<file path="src/rtl/wrapper_pkg.sv">
// -----------------------------------------------------------------------------
// wrapper_pkg
// Shared types for the accelerator wrapper AHB ports:
//   - htrans_t       : AHB-Lite transfer type encoding
//   - HRESP_*        : AHB-Lite response encoding
//   - HSIZE_*        : transfer size encodings used by the packet builder
//   - dphase_state_t : data-phase FSM state of the packet builder
//   - lane_mask()    : byte-lane enable for a (size, addr[1:0]) pair
// -----------------------------------------------------------------------------
package wrapper_pkg;

  typedef enum logic [1:0] {
    HTRANS_IDLE   = 2'b00,
    HTRANS_BUSY   = 2'b01,
    HTRANS_NONSEQ = 2'b10,
    HTRANS_SEQ    = 2'b11
  } htrans_t;

  localparam logic HRESP_OKAY  = 1'b0;
  localparam logic HRESP_ERROR = 1'b1;

  localparam logic [2:0] HSIZE_BYTE = 3'd0;
  localparam logic [2:0] HSIZE_HALF = 3'd1;
  localparam logic [2:0] HSIZE_WORD = 3'd2;

  typedef enum logic [2:0] {
    ST_IDLE  = 3'd0,
    ST_WRITE = 3'd1,
    ST_STALL = 3'd2,
    ST_ERR1  = 3'd3,
    ST_ERR2  = 3'd4
  } dphase_state_t;

  // Byte lanes touched by an aligned access; lanes follow the address, so a
  // byte at offset 1 lives on hwdata[15:8].
  function automatic logic [3:0] lane_mask(input logic [2:0] size,
                                           input logic [1:0] addr_lo);
    logic [3:0] mask;
    case (size)
      HSIZE_BYTE: mask = 4'b0001 << addr_lo;
      HSIZE_HALF: mask = 4'b0011 << addr_lo;
      default:    mask = 4'b1111;
    endcase
    return mask;
  endfunction

endpackage

</file>
<file path="src/rtl/wrapper_packet_fifo.sv">
// -----------------------------------------------------------------------------
// wrapper_packet_fifo
// DEPTH-entry FIFO of WIDTH-bit packets with a registered head entry.
// Ports:
//   clk, rst_n        clock, asynchronous active-low reset
//   push, push_data   write request and data (ignored when full without pop)
//   pop               remove head entry (ignored when empty)
//   head_data         registered copy of the oldest entry
//   head_valid        registered "not empty"
//   full, empty       occupancy flags
//   count             occupied entries
// -----------------------------------------------------------------------------
module wrapper_packet_fifo #(
  parameter int WIDTH = 513,
  parameter int DEPTH = 2
) (
  input  logic                       clk,
  input  logic                       rst_n,
  input  logic                       push,
  input  logic [WIDTH-1:0]           push_data,
  input  logic                       pop,
  output logic [WIDTH-1:0]           head_data,
  output logic                       head_valid,
  output logic                       full,
  output logic                       empty,
  output logic [$clog2(DEPTH+1)-1:0] count
);

  localparam int PTRW = (DEPTH > 1) ? $clog2(DEPTH) : 1;
  localparam int CNTW = $clog2(DEPTH + 1);

  logic [WIDTH-1:0] mem_r [DEPTH];
  logic [PTRW-1:0]  rd_ptr_r;
  logic [PTRW-1:0]  wr_ptr_r;
  logic [CNTW-1:0]  count_r;
  logic [CNTW-1:0]  count_s;
  logic [WIDTH-1:0] head_r;
  logic [WIDTH-1:0] head_s;
  logic             head_valid_r;
  logic             head_load_s;
  logic             push_ok_s;
  logic             pop_ok_s;

  // Pointers wrap explicitly at DEPTH-1 so non-power-of-two depths work.
  function automatic logic [PTRW-1:0] ptr_inc(input logic [PTRW-1:0] p);
    if (p == PTRW'(DEPTH - 1)) begin
      return {PTRW{1'b0}};
    end else begin
      return p + PTRW'(1);
    end
  endfunction

  // Qualified push/pop and next occupancy.
  always_comb begin
    pop_ok_s  = pop & (count_r != {CNTW{1'b0}});
    push_ok_s = push & ((count_r != CNTW'(DEPTH)) | pop_ok_s);
    count_s   = count_r;
    if (push_ok_s & ~pop_ok_s) begin
      count_s = count_r + CNTW'(1);
    end else if (pop_ok_s & ~push_ok_s) begin
      count_s = count_r - CNTW'(1);
    end else begin
      count_s = count_r;
    end
  end

  // Next head: the pushed packet when it becomes the oldest entry, otherwise
  // the entry behind the current head after a pop.
  always_comb begin
    head_s      = head_r;
    head_load_s = 1'b0;
    if (push_ok_s && ((count_r == {CNTW{1'b0}}) ||
                      (pop_ok_s && (count_r == CNTW'(1))))) begin
      head_s      = push_data;
      head_load_s = 1'b1;
    end else if (pop_ok_s && (count_r > CNTW'(1))) begin
      head_s      = mem_r[ptr_inc(rd_ptr_r)];
      head_load_s = 1'b1;
    end else begin
      head_s      = head_r;
      head_load_s = 1'b0;
    end
  end

  // Storage, pointers, occupancy and registered head.
  always_ff @(posedge clk or negedge rst_n) begin
    if (!rst_n) begin
      for (int i = 0; i < DEPTH; i++) begin
        mem_r[i] <= {WIDTH{1'b0}};
      end
      rd_ptr_r     <= {PTRW{1'b0}};
      wr_ptr_r     <= {PTRW{1'b0}};
      count_r      <= {CNTW{1'b0}};
      head_r       <= {WIDTH{1'b0}};
      head_valid_r <= 1'b0;
    end else begin
      if (push_ok_s) begin
        mem_r[wr_ptr_r] <= push_data;
        wr_ptr_r        <= ptr_inc(wr_ptr_r);
      end
      if (pop_ok_s) begin
        rd_ptr_r <= ptr_inc(rd_ptr_r);
      end
      if (head_load_s) begin
        head_r <= head_s;
      end
      count_r      <= count_s;
      head_valid_r <= (count_s != {CNTW{1'b0}});
    end
  end

  assign head_data  = head_r;
  assign head_valid = head_valid_r;
  assign full       = (count_r == CNTW'(DEPTH));
  assign empty      = (count_r == {CNTW{1'b0}});
  assign count      = count_r;

endmodule

</file>
<file path="src/rtl/wrapper_ahb_packet_builder.sv">
// -----------------------------------------------------------------------------
// wrapper_ahb_packet_builder
// AHB-Lite write port that assembles 32-bit beats into PACKETWIDTH-bit packets,
// buffers up to DEPTH completed packets and streams them to the engine.
//
// Configuration macro: WRAPPER_PACKET_BUILDER_SUBWORD_EN
//   defined   : byte/halfword writes accepted (naturally aligned), merged by
//               byte-lane mask; a write covering lane 3 of the top word
//               completes the packet.
//   undefined : only aligned word writes accepted; anything else errors.
//
// Ports:
//   HCLK, HRESETn                  clock, asynchronous active-low reset
//   hsels..hwdatas                 AHB-Lite target inputs
//   hreadyouts, hresps, hrdatas    AHB-Lite target outputs (reads return 0)
//   packet_data(_last/_valid)      FIFO head packet towards the engine
//   packet_data_ready              engine accepts the head packet
//   data_req                       DMA request: FIFO has room
//   fifo_count                     occupied FIFO entries
// -----------------------------------------------------------------------------
module wrapper_ahb_packet_builder
  import wrapper_pkg::*;
#(
  parameter int ADDRWIDTH   = 11,
  parameter int PACKETWIDTH = 512,
  parameter int DEPTH       = 2
) (
  input  logic                       HCLK,
  input  logic                       HRESETn,
  input  logic                       hsels,
  input  logic [ADDRWIDTH-1:0]       haddrs,
  input  logic [1:0]                 htranss,
  input  logic [2:0]                 hsizes,
  input  logic                       hwrites,
  input  logic                       hreadys,
  input  logic [31:0]                hwdatas,
  output logic                       hreadyouts,
  output logic                       hresps,
  output logic [31:0]                hrdatas,
  output logic [PACKETWIDTH-1:0]     packet_data,
  output logic                       packet_data_last,
  output logic                       packet_data_valid,
  input  logic                       packet_data_ready,
  output logic                       data_req,
  output logic [$clog2(DEPTH+1)-1:0] fifo_count
);

  localparam int PKTBYTEW = $clog2(PACKETWIDTH / 8);
  localparam int WORDS    = PACKETWIDTH / 32;
  localparam int WIDXW    = PKTBYTEW - 2;
  localparam int CNTW     = $clog2(DEPTH + 1);

  dphase_state_t              state_r;
  dphase_state_t              state_s;
  dphase_state_t              capture_next_s;
  logic [ADDRWIDTH-1:2]       addr_word_r;
  logic                       addr_capture_s;
  logic                       data_phase_s;
  logic [WIDXW-1:0]           word_idx_s;
  logic [3:0]                 beat_mask_s;
  logic                       complete_s;
  logic                       last_s;
  logic                       push_s;
  logic                       pop_s;
  logic                       push_blocked_s;
  logic [PACKETWIDTH-1:0]     buf_r;
  logic [PACKETWIDTH-1:0]     merged_s;
  logic                       fifo_full_s;
  logic                       fifo_empty_s;
  logic [PACKETWIDTH:0]       fifo_head_s;
  logic [CNTW-1:0]            fifo_count_next_s;
  logic                       data_req_r;
  logic                       hreadyout_s;
  logic                       hresp_s;

`ifdef WRAPPER_PACKET_BUILDER_SUBWORD_EN
  logic [1:0]                 addr_lo_r;
  logic [2:0]                 size_r;
`endif

  // Whether a write of this size/offset is accepted by the port.
  function automatic logic access_ok(input logic [2:0] size,
                                     input logic [1:0] addr_lo);
    logic ok;
`ifdef WRAPPER_PACKET_BUILDER_SUBWORD_EN
    case (size)
      HSIZE_BYTE: ok = 1'b1;
      HSIZE_HALF: ok = ~addr_lo[0];
      HSIZE_WORD: ok = (addr_lo == 2'b00);
      default:    ok = 1'b0;
    endcase
`else
    ok = (size == HSIZE_WORD) && (addr_lo == 2'b00);
`endif
    return ok;
  endfunction

  // Address phase qualification and the state a captured transfer leads to.
  always_comb begin
    addr_capture_s = hsels & hreadys &
                     ((htrans_t'(htranss) == HTRANS_NONSEQ) ||
                      (htrans_t'(htranss) == HTRANS_SEQ));
    if (addr_capture_s && hwrites) begin
      if (access_ok(hsizes, haddrs[1:0])) begin
        capture_next_s = ST_WRITE;
      end else begin
        capture_next_s = ST_ERR1;
      end
    end else begin
      capture_next_s = ST_IDLE;
    end
  end

  // Address-phase capture for the following data phase.
  always_ff @(posedge HCLK or negedge HRESETn) begin
    if (!HRESETn) begin
      addr_word_r <= {(ADDRWIDTH-2){1'b0}};
`ifdef WRAPPER_PACKET_BUILDER_SUBWORD_EN
      addr_lo_r   <= 2'b00;
      size_r      <= 3'b000;
`endif
    end else if (addr_capture_s) begin
      addr_word_r <= haddrs[ADDRWIDTH-1:2];
`ifdef WRAPPER_PACKET_BUILDER_SUBWORD_EN
      addr_lo_r   <= haddrs[1:0];
      size_r      <= hsizes;
`endif
    end
  end

  // Data-phase decode: which word/lanes this beat hits and whether it ends
  // the packet. The top packet slot of the window marks the block's last one.
  always_comb begin
    data_phase_s = (state_r == ST_WRITE) || (state_r == ST_STALL);
    word_idx_s   = addr_word_r[PKTBYTEW-1:2];
`ifdef WRAPPER_PACKET_BUILDER_SUBWORD_EN
    beat_mask_s  = lane_mask(size_r, addr_lo_r);
`else
    beat_mask_s  = 4'b1111;
`endif
    complete_s   = data_phase_s && (word_idx_s == WIDXW'(WORDS - 1)) &&
                   beat_mask_s[3];
    last_s       = &addr_word_r[ADDRWIDTH-1:PKTBYTEW];
  end

  // Push handshake; a pop in the same cycle frees a slot for a full FIFO.
  always_comb begin
    pop_s          = packet_data_valid & packet_data_ready & ~fifo_empty_s;
    push_blocked_s = fifo_full_s & ~pop_s;
    push_s         = complete_s & ~push_blocked_s;
  end

  // Assembly buffer with the current beat merged in by byte lane.
  always_comb begin
    merged_s = buf_r;
    for (int w = 0; w < WORDS; w++) begin
      for (int b = 0; b < 4; b++) begin
        if (data_phase_s && (word_idx_s == WIDXW'(w)) && beat_mask_s[b]) begin
          merged_s[w*32 + b*8 +: 8] = hwdatas[b*8 +: 8];
        end else begin
          merged_s[w*32 + b*8 +: 8] = buf_r[w*32 + b*8 +: 8];
        end
      end
    end
  end

  // Assembly buffer: cleared on push so unwritten words of the next packet
  // read as zero; a stalled completing beat is held on the bus, not here.
  always_ff @(posedge HCLK or negedge HRESETn) begin
    if (!HRESETn) begin
      buf_r <= {PACKETWIDTH{1'b0}};
    end else if (push_s) begin
      buf_r <= {PACKETWIDTH{1'b0}};
    end else if (data_phase_s && !complete_s) begin
      buf_r <= merged_s;
    end
  end

  // Data-phase FSM: state register.
  always_ff @(posedge HCLK or negedge HRESETn) begin
    if (!HRESETn) begin
      state_r <= ST_IDLE;
    end else begin
      state_r <= state_s;
    end
  end

  // Data-phase FSM: next state.
  always_comb begin
    state_s = state_r;
    case (state_r)
      ST_IDLE: state_s = capture_next_s;
      ST_WRITE: begin
        if (complete_s && push_blocked_s) begin
          state_s = ST_STALL;
        end else begin
          state_s = capture_next_s;
        end
      end
      ST_STALL: begin
        if (push_blocked_s) begin
          state_s = ST_STALL;
        end else begin
          state_s = capture_next_s;
        end
      end
      ST_ERR1: state_s = ST_ERR2;
      ST_ERR2: state_s = ST_IDLE;
      default: state_s = ST_IDLE;
    endcase
  end

  // Data-phase FSM: bus response. Wait states only while a completing beat
  // cannot be pushed, plus the first cycle of the two-cycle ERROR.
  always_comb begin
    hreadyout_s = 1'b1;
    hresp_s     = HRESP_OKAY;
    case (state_r)
      ST_IDLE: begin
        hreadyout_s = 1'b1;
        hresp_s     = HRESP_OKAY;
      end
      ST_WRITE: begin
        hreadyout_s = ~(complete_s & push_blocked_s);
        hresp_s     = HRESP_OKAY;
      end
      ST_STALL: begin
        hreadyout_s = ~push_blocked_s;
        hresp_s     = HRESP_OKAY;
      end
      ST_ERR1: begin
        hreadyout_s = 1'b0;
        hresp_s     = HRESP_ERROR;
      end
      ST_ERR2: begin
        hreadyout_s = 1'b1;
        hresp_s     = HRESP_ERROR;
      end
      default: begin
        hreadyout_s = 1'b1;
        hresp_s     = HRESP_OKAY;
      end
    endcase
  end

  // Occupancy after this edge, used for the DMA request.
  always_comb begin
    if (push_s && !pop_s) begin
      fifo_count_next_s = fifo_count + CNTW'(1);
    end else if (pop_s && !push_s) begin
      fifo_count_next_s = fifo_count - CNTW'(1);
    end else begin
      fifo_count_next_s = fifo_count;
    end
  end

  // DMA request: asserted while the FIFO will still have a free entry.
  always_ff @(posedge HCLK or negedge HRESETn) begin
    if (!HRESETn) begin
      data_req_r <= 1'b0;
    end else begin
      data_req_r <= (fifo_count_next_s < CNTW'(DEPTH));
    end
  end

  wrapper_packet_fifo #(
    .WIDTH (PACKETWIDTH + 1),
    .DEPTH (DEPTH)
  ) u_fifo (
    .clk        (HCLK),
    .rst_n      (HRESETn),
    .push       (push_s),
    .push_data  ({last_s, merged_s}),
    .pop        (pop_s),
    .head_data  (fifo_head_s),
    .head_valid (packet_data_valid),
    .full       (fifo_full_s),
    .empty      (fifo_empty_s),
    .count      (fifo_count)
  );

  assign packet_data      = fifo_head_s[PACKETWIDTH-1:0];
  assign packet_data_last = fifo_head_s[PACKETWIDTH];
  assign data_req         = data_req_r;
  assign hreadyouts       = hreadyout_s;
  assign hresps           = hresp_s;
  assign hrdatas          = 32'h0000_0000;

endmodule

</file>
<file path="config.mk">
export PLATFORM = sky130hd
export DESIGN_NAME = wrapper_ahb_packet_builder
export DESIGN_NICKNAME = d
export VERILOG_FILES = /design/src/rtl/wrapper_pkg.sv /design/src/rtl/wrapper_packet_fifo.sv /design/src/rtl/wrapper_ahb_packet_builder.sv
export SDC_FILE = /design/constraint.sdc
export NUM_CORES = 2
export LEC_CHECK = 0
export ABC_CLOCK_PERIOD_IN_PS = 5000
export CAP_MARGIN = 20
export CORE_UTILIZATION = 60
export CTS_CLUSTER_DIAMETER = 60
export DETAILED_ROUTE_END_ITERATION = 10
export MAX_ROUTING_LAYER = met4
export PLACE_DENSITY = 0.78
export SETUP_SLACK_MARGIN = 0.4
export SLEW_MARGIN = 25
export SYNTH_ARGS = -nofsm -noshare
export SYNTH_HDL_FRONTEND = slang
export SYNTH_HIERARCHICAL = 1
export SYNTH_SLANG_ARGS = --single-unit
</file>
<file path="constraint.sdc">
create_clock -name HCLK -period 5 [get_ports HCLK]
set_input_delay 1 -clock HCLK [delete_from_list [all_inputs] [get_ports HCLK]]
set_output_delay 1 -clock HCLK [all_outputs]
set_load 0.02 [all_outputs]
</file>
* Yosys cells after proc, flatten, opt, wreduce, memory -nomap -nowiden
Cells that the tools add are included.
** Word-level totals
- Input bits :: 54
- Word-level logic and storage cells :: 199
- Register bits after elaboration :: 2069
- Output and inout bits :: 551
** Operators by class
- Mux-type cells :: 91
- Reduce and logical (&&, ||, !) cells :: 43
- Bitwise operators :: 20
- Eq/ne operators :: 25
- Magnitude comparators :: 5
- Add/subtract/negate cells :: 4
** Operator list (number)
- $mux 513 :: 6
- $bwmux 1026 :: 1
- $mux 512 :: 2
- $demux 513 s1 :: 1
- $mux 8 :: 64
- $eq 4x4->1 const B :: 8
- $logic_and 1x1->1 :: 26
- $eq 4x3->1 const B :: 4
- $mux 2 :: 8
- $pmux 3 s4 :: 1
- $and 1x1->1 :: 11
- $eq 3x2->1 const B :: 3
- $eq 4x2->1 const B :: 2
- $reduce_bool 2->1 :: 4
- $mux 1 :: 7
- $eq 2x2->1 const B :: 3
- $not 1->1 :: 6
- $reduce_and 5->1 :: 1
- $eq 4x1->1 const B :: 1
- $ge 2x2->1 const B :: 2
- $logic_not 2->1 :: 2
- $logic_not 4->1 :: 1
- $not 1->2 :: 2
- $eq 3x1->1 const B :: 1
- 16 further kinds :: 21

* Longest topological paths before layout
- Word-level depth :: 16
- Gate-level depth with buffers :: 12

* Hierarchy
The synthesis kept the hierarchy.
** By module, submodules not included
- wrapper_packet_fifo :: area each 67212.0 µm², times used 1, cells each 5145
- wrapper_ahb_packet_builder :: area each 25463.2 µm², times used 1, cells each 1948

* Least setup slack after synthesis
OpenSTA, ideal clock, no wires.
- Path type :: reg-to-reg
- Start point :: register u_fifo.count_r[0], in the netlist u_fifo/count[0]
- End point :: register u_fifo/mem_r[896] (netlist name)
- Data required time :: 4.875 ns
- Arrival time :: 3.046 ns
- Slack :: 1.829 ns
- Cell stages (with the launch flop) :: 12
- Setup time :: 0.125 ns
- Period minus slack after synthesis :: 3.171 ns
- Cells stage by stage :: dfrtp_1 inv_1 ha_1 nand3b_1 nand2_1 and2_1 clkbuf_1 o21ai_4 nor2_4 buf_4 buf_6 mux2_2
** On the way
- Word-level cells in the longest chain between the ends :: 8
- Elaborated cells on any way between the ends :: 13
- Classes of those cells :: 2 x eq/ne; 9 x bitwise; 2 x reduce/logical
** Ends and longest elaborated chain
- start, declared :: line wrapper_packet_fifo.sv:35 : logic [CNTW-1:0] count_r;
- start signal, assigned :: line wrapper_packet_fifo.sv:93 : count_r <= {CNTW{1'b0}};
- start signal, assigned :: line wrapper_packet_fifo.sv:107 : count_r <= count_s;
- $logic_not 2->1 :: line wrapper_packet_fifo.sv:115 : assign empty = (count_r == {CNTW{1'b0}});
- named net fifo_empty_s :: line wrapper_ahb_packet_builder.sv:69 : logic fifo_empty_s;
- $not 1->1 :: line wrapper_ahb_packet_builder.sv:148 : pop_s = packet_data_valid & packet_data_ready & ~fifo_empty_s;
- $and 1x1->1 :: line wrapper_ahb_packet_builder.sv:148
- $not 1->1 :: line wrapper_ahb_packet_builder.sv:149 : push_blocked_s = fifo_full_s & ~pop_s;
- $and 1x1->1 :: line wrapper_ahb_packet_builder.sv:149
- $not 1->1 :: line wrapper_ahb_packet_builder.sv:150 : push_s = complete_s & ~push_blocked_s;
- $and 1x1->1 :: line wrapper_ahb_packet_builder.sv:150
- named net push_s :: line wrapper_ahb_packet_builder.sv:63 : logic push_s;
- $and 1x1->1 :: line wrapper_packet_fifo.sv:56 : push_ok_s = push & ((count_r != CNTW'(DEPTH)) | pop_ok_s);
- end signal, assigned by index :: line wrapper_packet_fifo.sv:89 : mem_r[i] <= {WIDTH{1'b0}};
- end signal, assigned by index :: line wrapper_packet_fifo.sv:98 : mem_r[wr_ptr_r] <= push_data;
- end, declared :: line wrapper_packet_fifo.sv:32 : logic [WIDTH-1:0] mem_r [DEPTH];
The timed path passes the listed nets, and every way through them passes these cells.
A chain may end at the register's enable or synchronous reset.

* Worst setup path in the final report
- Start point :: register u_fifo.count_r[0], in the netlist u_fifo/count[0]
- End point :: output hreadyouts
** On the way
- Word-level cells in the longest chain between the ends :: 8
- Elaborated cells on any way between the ends :: 10
- Classes of those cells :: 1 x eq/ne; 1 x mux; 7 x bitwise; 1 x reduce/logical
** Ends and longest elaborated chain
- $logic_not 2->1 * :: line wrapper_packet_fifo.sv:115
- named net fifo_empty_s :: line wrapper_ahb_packet_builder.sv:69
- $not 1->1 * :: line wrapper_ahb_packet_builder.sv:148
- $and 1x1->1 * :: line wrapper_ahb_packet_builder.sv:148
- $not 1->1 * :: line wrapper_ahb_packet_builder.sv:149
- $and 1x1->1 * :: line wrapper_ahb_packet_builder.sv:149
- $and 1x1->1 :: line wrapper_ahb_packet_builder.sv:224 : hreadyout_s = ~(complete_s & push_blocked_s);
- $not 1->1 :: line wrapper_ahb_packet_builder.sv:224
- $pmux 1 s3 * :: line wrapper_ahb_packet_builder.sv:218 : case (state_r)
- end, declared :: line wrapper_ahb_packet_builder.sv:37 : output logic hreadyouts,
The timed path passes the listed nets; every way through them passes the cells marked *.

==> impl_results.md <==
* Row count at 143
* Pins Over Slew Limit at 0
* Post-CTS Repair Setup Buffers at 0
* Htree depth at 4
* Critical Path Start Type: flip-flop
* Sink Count at 2,069
* Die height at 395 um
* Post-synthesis sequential area ratio at 55.9%
* Syn Area/Cell at 13.1 sq um
* Setup TNS at 0 ns
* Wire length per cell at 28.2 um
* CP Data Required Time at 4.00 ns
* Largest family of logic cells by synthesized area: multiplexers
* Num ports at 605
* Die X at 395 um
* Vias in the first global route at 64,900
* Top_reg_cell synth: dfrtp_1
* Routed WL at 269,000 um
* Hold Path Class: in2async
* Max Cap Viol at 0
* Largest net degree at the start of global routing at 159
* # fillers at 10,400
* Port bufs at 571
* First-pass GRT wire length at 409,000 um
* Footprint of the multi-input gates at 37,200 sq um
* CTS root buffer: clkbuf_16
* Final Hold Viols at 0
* CP endpoint kind: primary output
* Die area at 156,000 sq um
* RSZ-0062 raised after global routing: false
* Yosys warnings at 6
* Lkg Pwr at 49.0 nW
* Crit path max fanout at 9
* Worst-Margin Slew at 1.13 ns
* Initial antenna violation count at 15
* Clock tree buffer depth at 3
* Fraction of the mapped netlist area in adder cells at 0.0405%
* Worst skew pair latency at 0.83 ns
* Power Dens Cells at 384 nW/um^2
* Hpwl dp at 154,000 um
* Peak Freq at 242 MHz
* Gr usage total at 35.3%
* Seq cells post-synth at 2,069
* Layout cell share with drive strength beyond 1 at 28.0%
* Design Power at 40.8 mW
* Synth Area in Simple Gates at 4.36%
* Clk_skew at 0.0465 ns
* Minimum clock period at 4.13 ns
* Netlist Area Pre-Place at 92,700 sq um
* Register area at 51,800 sq um
* Status: complete, no violations
* Post-synth cell types at 61
* Clk pin slew, worst setup/hold paths at 0.06 ns
* Number of iterations in the first detailed-routing pass at 7
* Gpl congestion at 0.823
* Post-Syn Instances at 7,093
* Setup violators final at 0
* Crit path DAT at 3.13 ns
* Num CTS Buffers at 207
* Tcrit/Tclk final at 82.5%
* Async SR Flop Fraction at 100%
* Worst VDD drop at 0.336 mV
* Vias at 63,300
* Antenna Nets Post-Route at 0
* Xor and xnor area share after synthesis at 0.0851%
* Area Overhead vs Synth at 14.6%
* DRC violations left at 0
* CTS tree: built
* Multiplexer share of the synthesized area at 19.2%
* Fin Hold WS at 0.227 ns
* Compound-Gate Fraction of Synth Area at 16.1%
* EDFF count, synth at 0
* Initial Util at 60.7%
* Setup Crit Path Kind: reg2out
* GRT overflow at 0
* Via density at 6.63
* Starting DRT DRC Count at 5,245
* Final nets at 7,408
* Slew margin rel. at 25.0%
* Core ar. at 153,000 sq um
cells in the mapped netlist (all sizes together) (7+ instances only):
cell type | n | share of area (%)
xnor2 | 7 | 0.066
a211oi | 481 | 3.9
nor2 | 16 | 0.078
mux2i | 39 | 0.43
mux2 | 1547 | 19
nor4 | 7 | 0.13
nor2b | 511 | 3.4
o2bb2ai | 478 | 4.5
o21ai | 556 | 3.0
inv | 8 | 0.032
buf | 392 | 2.8
nand3 | 10 | 0.054
clkbuf | 346 | 1.4
a22o | 480 | 4.5
nand2 | 81 | 0.33
nor3 | 13 | 0.12
dfrtp | 2069 | 56
state kept, by name (all words and copies together) (netlist names), 2 cells and up:
register	count
u_fifo/mem_r	1026
buf_r	512
state_r	3
u_fifo/count	2
addr_word_r	9
u_fifo/head_data	513
where the power goes:
group          total (mW)  leakage [nW]  internal [mW]  switching (mW)
clock network        15.7          3.41           9.12            6.55
registers            19.2          28.6           18.2           0.959
logic                5.92          17.0           2.46            3.46
total                40.8          49.0           29.8            11.0
path summary, 6_finish.rpt:
kind                                        from                    end  slack (ns)  depth (start not counted)
hold / removal                           HRESETn             buf_r[115]        0.23                          1
min in group HCLK          u_fifo/head_data[244]  u_fifo/head_data[244]        0.49                          1
hold reg to reg            u_fifo/head_data[244]  u_fifo/head_data[244]        0.49                          1
setup reg to reg                 u_fifo/count[0]  u_fifo/head_data[373]        1.05                         11
max in group asynchronous                HRESETn      u_fifo/mem_r[905]        3.43                          2
setup / recovery                 u_fifo/count[0]             hreadyouts        0.87                          7
per-layer routing:
metal	up-vias	share of wire, %	wire (um)	GRT usage, %
li1	26800	-	-	-
met1	33300	41	111000	47.2
met2	2681	46	124000	52.5
met3	553	7.9	21300	7.12
met4	0	4.7	12500	15.5
met5	-	0	0	-
layout by cell type (no fill, tap or decap), types with 9 or more instances in the layout:
cell type / n
a22o_1: 480
mux2_2: 1520
nor2_1: 13
clkbuf_16: 213
clkdlybuf4s50_1: 537
bufinv_16: 9
mux2_1: 27
buf_12: 64
conb_1: 32
clkbuf_1: 47
nor2b_1: 511
clkinv_2: 35
buf_2: 32
clkbuf_8: 59
nand2_1: 81
a211oi_1: 481
nand3_1: 10
buf_4: 119
mux2i_1: 38
dfrtp_1: 2068
o2bb2ai_1: 477
o21ai_0: 546
layout make-up:
class | instances | area share (%)
diodes | 8 | 0.0188
clock buffers | 319 | 5.95
clock inverters | 56 | 0.544
inverters | 8 | 0.0283
multi-input cells | 4309 | 35.0
flip-flops and latches | 2069 | 48.7
well taps | 2030 | 2.39
repair buffers | 756 | 7.34
cell families (layout without fill, tap and decap cells):
family | after synthesis | after routing
buffers and inverters | 746 | 1139
and+or+nand+nor | 664 | 664
muxes | 1586 | 1586
xor gates and xnor gates | 9 | 9
adders and majority gates | 3 | 3
other | 1 | 40
AOI/OAI and AO/OA | 2015 | 2015
DFF | 2069 | 2069
per-stage QoR:
step                      util, %  cells  area (sq um)  setup WS, ns
after floorplan                 -   7124         92800          1.83
after global placement       65.0   9170         99300         0.745
after detailed placement     65.1   9172         99300         0.646
after CTS                    69.6   9547        106000         0.470
after global routing         69.6   9555        106000         0.639
final                        69.6   9555        106000         0.873
critical path, cell delays in order, from the launching register on:
cell	delay [ns]
dfrtp_1	0.51
inv_1	0.13
ha_1	0.29
nand3b_1	0.40
a311oi_1	0.39
a211oi_1	0.11
nand2b_1	0.08
dlymetal6s2s_1	0.43
what timing repair did:
action | 4_1_cts | 5_1_grt
endpoints found under the setup margin | 0 | 1
hold endpoints to repair | 0 | 0
hold buffers | 0 | 0
gates resized for setup | 0 | 1
(Power assumes the default switching activity.)
